File: src/rtl/lj_pair_scheduler.sv
// lj_pair_scheduler
// Streams one reference particle against its neighbor list into the LJ force
// pipeline. Neighbor records come from a 1-cycle-latency memory, and one pair
// is issued per cycle. Credits bound the number of pairs that are in flight or
// unpopped, so the downstream result FIFO cannot overflow. done pulses once all
// expected results of the job have returned.
//
// Optional build macro: LJ_SCHED_SKIP_SELF_EN. When it is defined, the slot
// whose address equals ref_index is consumed without a read, at most once per
// job.
//
// Timing, counted in cycles with the start pulse in cycle 0:
//   - The first read is issued in the same cycle that start is accepted, so
//     nb_rd_en is high in cycle 1 and pipe_ivalid is high in cycle 2.
//   - DONE lasts one cycle. done and the falling edge of busy both appear in
//     the cycle after DONE.
module lj_pair_scheduler #(
  parameter int DATA_WIDTH = 32,
  parameter int ADDR_WIDTH = 12,
  parameter int CNT_WIDTH  = 13,   // must be at least ADDR_WIDTH+1
  parameter int FIFO_DEPTH = 32
) (
  input  logic                    clock,
  input  logic                    resetn,
  input  logic                    start,
  input  logic [4*DATA_WIDTH-1:0] ref_particle,
  input  logic [ADDR_WIDTH-1:0]   ref_index,
  input  logic [ADDR_WIDTH-1:0]   base_addr,
  input  logic [CNT_WIDTH-1:0]    num_neighbors,
  output logic                    nb_rd_en,
  output logic [ADDR_WIDTH-1:0]   nb_rd_addr,
  input  logic [4*DATA_WIDTH-1:0] nb_rd_data,
  output logic                    pipe_ivalid,
  output logic [4*DATA_WIDTH-1:0] pipe_reference,
  output logic [4*DATA_WIDTH-1:0] pipe_neighbor,
  input  logic                    pipe_ovalid,
  input  logic                    res_pop,
  output logic                    busy,
  output logic                    done,
  output logic [CNT_WIDTH-1:0]    outstanding
);

  localparam logic [CNT_WIDTH-1:0] CREDIT_LIMIT = CNT_WIDTH'(FIFO_DEPTH);

  typedef enum logic [1:0] {IDLE, ISSUE, DRAIN, DONE} state_t;

  state_t                  state_reg;
  logic [CNT_WIDTH-1:0]    issue_cnt_reg;
  logic [CNT_WIDTH-1:0]    res_cnt_reg;
  logic [CNT_WIDTH-1:0]    num_reg;
  logic [CNT_WIDTH-1:0]    outstanding_reg;
  logic [ADDR_WIDTH-1:0]   base_reg;
  logic [ADDR_WIDTH-1:0]   nb_rd_addr_reg;
  logic                    nb_rd_en_reg;
  logic                    pipe_ivalid_reg;
  logic                    busy_reg;
  logic                    done_reg;
  logic [4*DATA_WIDTH-1:0] pipe_reference_reg;
  logic                    skipped;

  // Job context: these come from the live inputs while a start is being
  // accepted in IDLE, and from the latched copies afterwards.
  logic [ADDR_WIDTH-1:0]   job_base;
  logic [CNT_WIDTH-1:0]    job_num;
  logic [CNT_WIDTH-1:0]    slot_cnt;

  logic                    accept_start;
  logic [ADDR_WIDTH-1:0]   slot_addr;
  logic                    slot_pending;
  logic                    self_hit;
  logic                    pop_eff;
  logic                    credit_ok;
  logic                    rd_fire;
  logic                    slot_done;
  logic                    slot_last;
  logic [CNT_WIDTH-1:0]    expected_cnt;
  logic                    res_inc;
  logic [CNT_WIDTH-1:0]    res_cnt_next;

`ifdef LJ_SCHED_SKIP_SELF_EN
  logic                    skipped_reg;
  logic [ADDR_WIDTH-1:0]   ref_idx_reg;
  logic [ADDR_WIDTH-1:0]   job_ref;
  logic                    job_skipped;
  assign skipped = skipped_reg;
`else
  // ref_index only matters when the self-skip build is enabled.
  logic unused_ref;
  assign unused_ref = ^ref_index;
  assign skipped    = 1'b0;
`endif

  // Select the job context: live inputs on an accepted start, latched values otherwise.
  always_comb begin
    job_base = base_reg;
    job_num  = num_reg;
    slot_cnt = issue_cnt_reg;
`ifdef LJ_SCHED_SKIP_SELF_EN
    job_ref     = ref_idx_reg;
    job_skipped = skipped_reg;
`endif
    if (state_reg == IDLE) begin
      job_base = base_addr;
      job_num  = num_neighbors;
      slot_cnt = '0;
`ifdef LJ_SCHED_SKIP_SELF_EN
      job_ref     = ref_index;
      job_skipped = 1'b0;
`endif
    end
  end

  assign accept_start = (state_reg == IDLE) && start;
  // The address wraps modulo 2^ADDR_WIDTH.
  assign slot_addr    = job_base + slot_cnt[ADDR_WIDTH-1:0];
  assign slot_pending = (accept_start || (state_reg == ISSUE)) && (slot_cnt < job_num);

`ifdef LJ_SCHED_SKIP_SELF_EN
  assign self_hit = slot_pending && !job_skipped && (slot_addr == job_ref);
`else
  assign self_hit = 1'b0;
`endif

  // A pop in the same cycle frees a credit, so a read can still go out when
  // the counter sits at the limit.
  assign pop_eff      = res_pop && (outstanding_reg != '0);
  assign credit_ok    = (outstanding_reg < CREDIT_LIMIT) || pop_eff;
  assign rd_fire      = slot_pending && !self_hit && credit_ok;
  assign slot_done    = rd_fire || self_hit;
  assign slot_last    = (slot_cnt + CNT_WIDTH'(1)) == job_num;

  assign expected_cnt = num_reg - CNT_WIDTH'(skipped);
  assign res_inc      = pipe_ovalid && (state_reg != IDLE) && (res_cnt_reg != expected_cnt);
  assign res_cnt_next = res_cnt_reg + CNT_WIDTH'(res_inc);

  // Control FSM with registered outputs, the credit counter and the result counter.
  always_ff @(posedge clock or negedge resetn) begin
    if (!resetn) begin
      state_reg          <= IDLE;
      issue_cnt_reg      <= '0;
      res_cnt_reg        <= '0;
      num_reg            <= '0;
      outstanding_reg    <= '0;
      base_reg           <= '0;
      nb_rd_addr_reg     <= '0;
      nb_rd_en_reg       <= 1'b0;
      pipe_ivalid_reg    <= 1'b0;
      busy_reg           <= 1'b0;
      done_reg           <= 1'b0;
      pipe_reference_reg <= '0;
`ifdef LJ_SCHED_SKIP_SELF_EN
      skipped_reg        <= 1'b0;
      ref_idx_reg        <= '0;
`endif
    end else begin
      nb_rd_en_reg    <= rd_fire;
      pipe_ivalid_reg <= nb_rd_en_reg;
      done_reg        <= 1'b0;
      res_cnt_reg     <= res_cnt_next;
      if (rd_fire) begin
        nb_rd_addr_reg <= slot_addr;
      end

      // Credits are taken when the read is issued and returned when the
      // consumer pops an entry. A pop while the counter is already zero is
      // ignored.
      if (rd_fire && !pop_eff) begin
        outstanding_reg <= outstanding_reg + CNT_WIDTH'(1);
      end else if (!rd_fire && pop_eff) begin
        outstanding_reg <= outstanding_reg - CNT_WIDTH'(1);
      end

      case (state_reg)
        IDLE: begin
          if (start) begin
            base_reg           <= base_addr;
            num_reg            <= num_neighbors;
            pipe_reference_reg <= ref_particle;
            res_cnt_reg        <= '0;
            busy_reg           <= 1'b1;
            issue_cnt_reg      <= slot_done ? CNT_WIDTH'(1) : '0;
`ifdef LJ_SCHED_SKIP_SELF_EN
            ref_idx_reg        <= ref_index;
            skipped_reg        <= self_hit;
`endif
            if (num_neighbors == '0) begin
              state_reg <= DONE;
            end else if (slot_done && slot_last) begin
              state_reg <= DRAIN;
            end else begin
              state_reg <= ISSUE;
            end
          end
        end
        ISSUE: begin
          if (slot_done) begin
            issue_cnt_reg <= issue_cnt_reg + CNT_WIDTH'(1);
`ifdef LJ_SCHED_SKIP_SELF_EN
            if (self_hit) begin
              skipped_reg <= 1'b1;
            end
`endif
            if (slot_last) begin
              state_reg <= DRAIN;
            end
          end
        end
        DRAIN: begin
          // Look ahead by one result, so that a result arriving in this cycle
          // is already counted.
          if (res_cnt_next == expected_cnt) begin
            state_reg <= DONE;
          end
        end
        DONE: begin
          done_reg  <= 1'b1;
          busy_reg  <= 1'b0;
          state_reg <= IDLE;
        end
        default: state_reg <= IDLE;
      endcase
    end
  end

  assign nb_rd_en       = nb_rd_en_reg;
  assign nb_rd_addr     = nb_rd_addr_reg;
  assign pipe_ivalid    = pipe_ivalid_reg;
  assign pipe_reference = pipe_reference_reg;
  assign pipe_neighbor  = nb_rd_data;
  assign busy           = busy_reg;
  assign done           = done_reg;
  assign outstanding    = outstanding_reg;

endmodule

File: config.mk
export PLATFORM = sky130hd
export DESIGN_NAME = lj_pair_scheduler
export DESIGN_NICKNAME = d
export VERILOG_FILES = /design/src/rtl/lj_pair_scheduler.sv
export SDC_FILE = /design/constraint.sdc
export NUM_CORES = 1
export LEC_CHECK = 0
export CAP_MARGIN = 20
export CORE_AREA = 2 2 225 227
export DETAILED_ROUTE_END_ITERATION = 10
export DIE_AREA = 0 0 227 229
export PLACE_DENSITY = 0.63
export SETUP_SLACK_MARGIN = 0.1
export SLEW_MARGIN = 10
export SYNTH_ARGS = -nofsm -noshare
export SYNTH_HDL_FRONTEND = slang
export SYNTH_SLANG_ARGS = --single-unit
File: constraint.sdc
create_clock -name clock -period 6.8 [get_ports clock]
set_clock_uncertainty 0.05 [all_clocks]
set_input_delay 0.68 -clock clock [delete_from_list [all_inputs] [get_ports clock]]
set_output_delay 0.68 -clock clock [all_outputs]
set_load 0.02 [all_outputs]
# Word level (Yosys, flattened, before mapping)
# Index checks and enable logic that the tools add are counted.
# word_totals
regBits,210
latchBits,0
mem_bits_rw,0
rom_bits,0
in_bits,298
out_inout_bits,285
wordCells,75
n_memories,0
# classes
n_addsub,6
n_mul,0
div,0
n_lt_le_gt_ge,2
n_eq_ne,10
shifts,0
n_mux,21
n_bitwise,0
reduce_logical,24
# op_table
operator,n
$mux 13,8
$add 13x1->13 const B,3
$eq 13x13->1,2
$pmux 13 s2,1
$add 13x1->13,1
$logic_not 13->1,1
$lt 13x13->1,1
$lt 13x6->1 const B,1
$ne 13x13->1,1
$reduce_bool 13->1,1
$sub 13x1->13 const B,1
$add 12x12->12,1
$mux 12,1
$mux 2,6
$logic_and 1x1->1,9
$ne 2x2->1 const B,4
$pmux 2 s4,1
$reduce_bool 2->1,4
$eq 2x2->1 const B,2
$reduce_and 2->1,2
$reduce_and 4->1,1
$mux 1,3
$reduce_and 3->1,1
$eq 2x1->1 const B,1
4 further kinds,6

# Logic depth before layout (Yosys ltp)
# logic_depth
ltp_word,10
depth_mapped,25
depth_no_buf,20

# Least setup slack after synthesis
# Ideal clock, no wire load.
# synth_timing
path_type,register to register
start,reg state_reg[0]
end,reg outstanding_reg[12] (netlist: outstanding[12])
t_arrival_ns,5.480
required_ns,6.670
setup_slack_ns,1.190
stages_incl_launch_ff,26
period_less_slack_ns,5.610
path_cell_list,dfrtp_1 -> inv_1 -> ha_1 -> clkbuf_1 -> buf_2 -> buf_1 -> buf_1 -> nor2b_1 -> inv_1 -> ha_1 -> nor2b_1 -> a2111oi_2 -> o31ai_1 -> a211oi_4 -> buf_2 -> ha_1 -> inv_1 -> ha_1 -> nor2b_1 -> o31a_1 -> o211ai_1 -> nand2_1 -> a41o_1 -> o41ai_1 -> mux2i_1 -> xnor2_1
# synth_between
elab_chain_len,8
# synth_lines
item,line_no,source
"start, declared",47,state_t state_reg;
"start signal, assigned",139,state_reg <= IDLE;
"start signal, assigned",187,state_reg <= DONE;
"start signal, assigned",189,state_reg <= DRAIN;
$logic_not 2->1,"102, 113",
$mux 13 / $logic_and 1x1->1 (equally long branches),"102, 113",
$lt 13x13->1 / $logic_or 1x1->1 (equally long branches),116,assign slot_pending = (accept_start || (state_reg == ISSUE)) && (slot_cnt < job_num);
$logic_and 1x1->1 *,116,
$logic_and 1x1->1 *,128,assign rd_fire = slot_pending && !self_hit && credit_ok;
net rd_fire,73,logic rd_fire;
$logic_not 1->1,169,end else if (!rd_fire && pop_eff) begin
$logic_and 1x1->1,169,
$reduce_bool 2->1 (no source line),n/a,
"end signal, assigned",168,outstanding_reg <= outstanding_reg + CNT_WIDTH'(1);
"end signal, assigned",170,outstanding_reg <= outstanding_reg - CNT_WIDTH'(1);
"end, declared",51,logic [CNT_WIDTH-1:0] outstanding_reg;
# The timed path passes the listed nets; every way through them passes the cells marked *.
# A chain may end at the register's enable or synchronous reset.

# Worst setup path after layout
# layout_timing
start,reg state_reg[0]
end,reg outstanding_reg[12] (netlist: outstanding[12])
# layout_between
elab_chain_len,8
# layout_lines
item,line_no
$logic_not 2->1,"102, 113"
$mux 13 / $logic_and 1x1->1 (equally long branches),"102, 113"
$lt 13x13->1 / $logic_or 1x1->1 (equally long branches),116
$logic_and 1x1->1 *,116
$logic_and 1x1->1 *,128
$logic_not 1->1,169
$logic_and 1x1->1,169
$reduce_bool 2->1 (no source line),n/a
# Mark *: on every way between the ends. The rest lies on a longest branch, timed or not.

==> results.md <==
- Status: finished clean
- P_leak: 7.16 nW
- RSZ-0062 raised after global routing: no
- ANT cells: 0
- Multiplexer share of the synthesized area: 0.0411
- Max reg flops: 128
- Slew @ Worst Pin: 0.981 ns
- CTS tree: done
- Die W: 227 µm
- Synth area leaders: dfrtp_1, nand2_1, buf_4, ha_1, xnor2_1
- CP arrival: 6.04 ns
- Most common cell after layout, fill and taps aside: nand2_1
- Period Utilization, post-route: 0.827
- Routed WL: 34.5 mm
- Per-cell routed wire length: 15.5 µm
- Fillers: 5206
- Synth cell types: 67
- Fmax: 0.178 GHz
- Pwr per Cell Area: 466 nW/µm²
- Minimum clock period: 5.62 ns
- Reg area: 5260 µm²
- Commonest non-fill, non-tap cells in the layout: nand2_1, clkdlybuf4s50_1, dfrtp_1, nor2_1, ha_1
- Synth top area share: 0.444
- Post-CTS Resized: 0
- R2r worst-path depth: 19
- Area of the multi-input gates: 5260 µm²
- Share of layout cells above drive strength 1: 0.0607
- CP Max Fanout: 24
- Port Buffers: 314
- CP Capture Type: register
- Die area: 52000 µm²
- Rows: 82
- Non-Filler Instances: 2220
- Min-delay worst type: input pin to async pin
- Worst path top cell family by delay: adder cells
- Setup crit start: state_reg[0]$_DFFE_PN0P_
- Critical Path RT: 7.21 ns
- Pin count of the biggest net entering global routing: 112
- Post-synth EDFFs: 0
- Core area: 49700 µm²
- PnR worst setup slack: 1.18 ns
- Syn nets: 1712
- Initial DRC count: 553
- Worst setup SP type: register
- Total gr overflow: 0
- Worst path slowest cell: ha_1
- Most common cell on crit path: ha_1
- Register-to-register setup slack: 1.18 ns
- Buffer levels on the longest clock path: 3
- Largest stage delay, worst path: 0.82 ns
- Dpl ws: 1.22 ns
- First-pass GRT wire length: 53.7 mm
- Post-CTS setup buffers: 0
- Worst-Skew Late Latency: 0.55 ns
- TNS Setup: 0 ns
- Slew Viols, Final: 0
- Post-synth ARST share: 1.00
- Nets: 1869
- Drt drc: 0
- Final core utilization: 0.313
- Critical register-to-register path endpoint: outstanding[12]$_DFFE_PN0P_
- Largest family of logic cells by synthesized area: simple AND/OR/NAND/NOR gates
- CTS Root Cell: clkbuf_16
- Initial antenna violation count: 0
- DR vias: 9659
- Most area-hungry cell type in the Yosys netlist: dfrtp_1
- Top_reg_cell synth: dfrtp_1
- Mapped Area: 11800 µm²
- CTS H-tree depth: 1
- Number of buffers created by CTS: 26
- Seq cells post-synth: 210
- Highest ir drop seen on vdd: 0.000213 V
- Max capacitance violation total: 0
- Clk sink count: 210
- Post-synthesis xor/xnor area fraction: 0.0525
- Endpoints failing setup: 0
- DP HPWL: 25.2 mm
- CTS Hold Bufs: 0
- Adder-cell share of the synthesized area: 0.0475
- Number of global-route vias before repair: 9652
- All-Layer GR Usage: 0.130
- CP Buf/Inv Count: 3
- Warnings from Yosys: 0
- Compound-Gate Fraction of Synth Area: 0.0676
- Register area share after synthesis: 0.444
- Final Hold Fails: 0
- CP Class: register to register
- Worst path cell trace: inv_1 -> ha_1 -> buf_4 -> nor2b_1 -> ha_1 -> o21ai_0 -> o31ai_1 -> a211oi_4 -> ha_1 -> inv_1 -> ha_1 -> nor2b_1 -> o31a_1 -> o211ai_1 -> nand2_1 -> a41o_1 -> o41ai_1 -> mux2i_1 -> xnor2_1
- Worst slew margin: 0.346
- Syn Area/Cell: 8.64 µm²
- Dpl cells: 2172
- Via/cell ratio: 4.35
- Total I/O pin count: 583
- Simple-Gate Fraction of Synth Area: 0.235
- Starting Density: 0.238
- Worst reg2reg startpoint: state_reg[0]$_DFFE_PN0P_
- Critical Path End: outstanding[12]$_DFFE_PN0P_
- Syn Inst Count: 1371
- GPL Wtd Cong: 0.853
- Reg clk slew, reported paths: 0.07 ns
- Die Height: 229 µm
- Area Overhead vs Synth: 31.3%
- TritonRoute pass-1 iters: 5
- Number of routed nets with antenna violations: 0
- Stages on worst setup path: 19
[worst reg2reg max path, stage by stage (launching register included)]
cell      delay (ns)
dfrtp_1         0.43
inv_1           0.12
ha_1            0.82
buf_4           0.37
nor2b_1         0.12
ha_1            0.29
o21ai_0         0.08
o31ai_1         0.44
a211oi_4        0.15
ha_1            0.28
inv_1           0.35
ha_1            0.35
nor2b_1         0.16
o31a_1          0.27
o211ai_1        0.16
nand2_1         0.11
a41o_1          0.27
o41ai_1         0.32
mux2i_1         0.27
xnor2_1         0.13
[routing by layer]
metal	vias up	global-route usage	wire, µm
li1	4643	-	-
met1	4645	0.163	14300
met2	317	0.211	16400
met3	54	0.0419	2910
met4	0	0.0421	845
met5	-	0	0
[logic make-up after synthesis]
logic type,count (synthesis)
and+or+nand+nor,661
buffers and inverters,221
DFF,210
AOI/OAI and AO/OA,119
xor gates and xnor gates,71
muxes,45
adders and majority gates,44
[synthesized netlist by cell type, types with 13 or more instances]
library cell / instances
nand2_1: 505
dfrtp_1: 210
buf_4: 130
clkbuf_1: 48
nor2_1: 44
ha_1: 41
xnor2_1: 39
xor2_1: 32
o21ai_0: 29
a21oi_1: 27
inv_1: 26
mux2_2: 23
mux2i_1: 19
nand3_1: 19
nor3_1: 15
nor2b_1: 13
[power breakdown]
group	total, mW	internal, mW	switching (mW)	leakage, nW
combinational	3.69	1.63	2.06	4.09
sequential	2.16	1.79	0.370	2.63
clock	1.40	0.835	0.562	0.431
total	7.24	4.26	2.99	7.16
[worst min path at each step]
stage                        from                               to  slack (ns)  depth (start not counted)
6_report                   resetn  pipe_reference[115]$_DFFE_PN0P_         0.1                          1
5_1_grt                    resetn  pipe_reference[115]$_DFFE_PN0P_        0.16                          1
4_1_cts                    resetn  pipe_reference[122]$_DFFE_PN0P_        0.15                          1
3_5_place_dp   nb_rd_en$_DFF_PN0_            pipe_ivalid$_DFF_PN0_        0.32                          0
3_3_place_gp   nb_rd_en$_DFF_PN0_            pipe_ivalid$_DFF_PN0_        0.31                          0
2_1_floorplan              resetn          base_reg[0]$_DFFE_PN0P_        0.33                          0
[layout make-up]
type,instances,share of cell area
sequential,210,0.338
multi-input combinational,940,0.338
clock inverter,14,0.00861
inverter,26,0.00627
timing repair buffer,324,0.208
tap,672,0.0541
clock buffer,34,0.0471
[per-stage QoR]
| stage | power (mW) | hold slack [ns] | instance area [µm²] |
|---|---|---|---|
| after floorplan | 4.43 | 0.334 | 11800 |
| after global placement | 5.82 | 0.311 | 14700 |
| after detailed placement | 5.89 | 0.319 | 14700 |
| after CTS | 7.35 | 0.150 | 15600 |
| after global routing | 7.76 | 0.161 | 15600 |
| final | 7.24 | 0.0972 | 15600 |
Power figures use the tool's default switching activity.
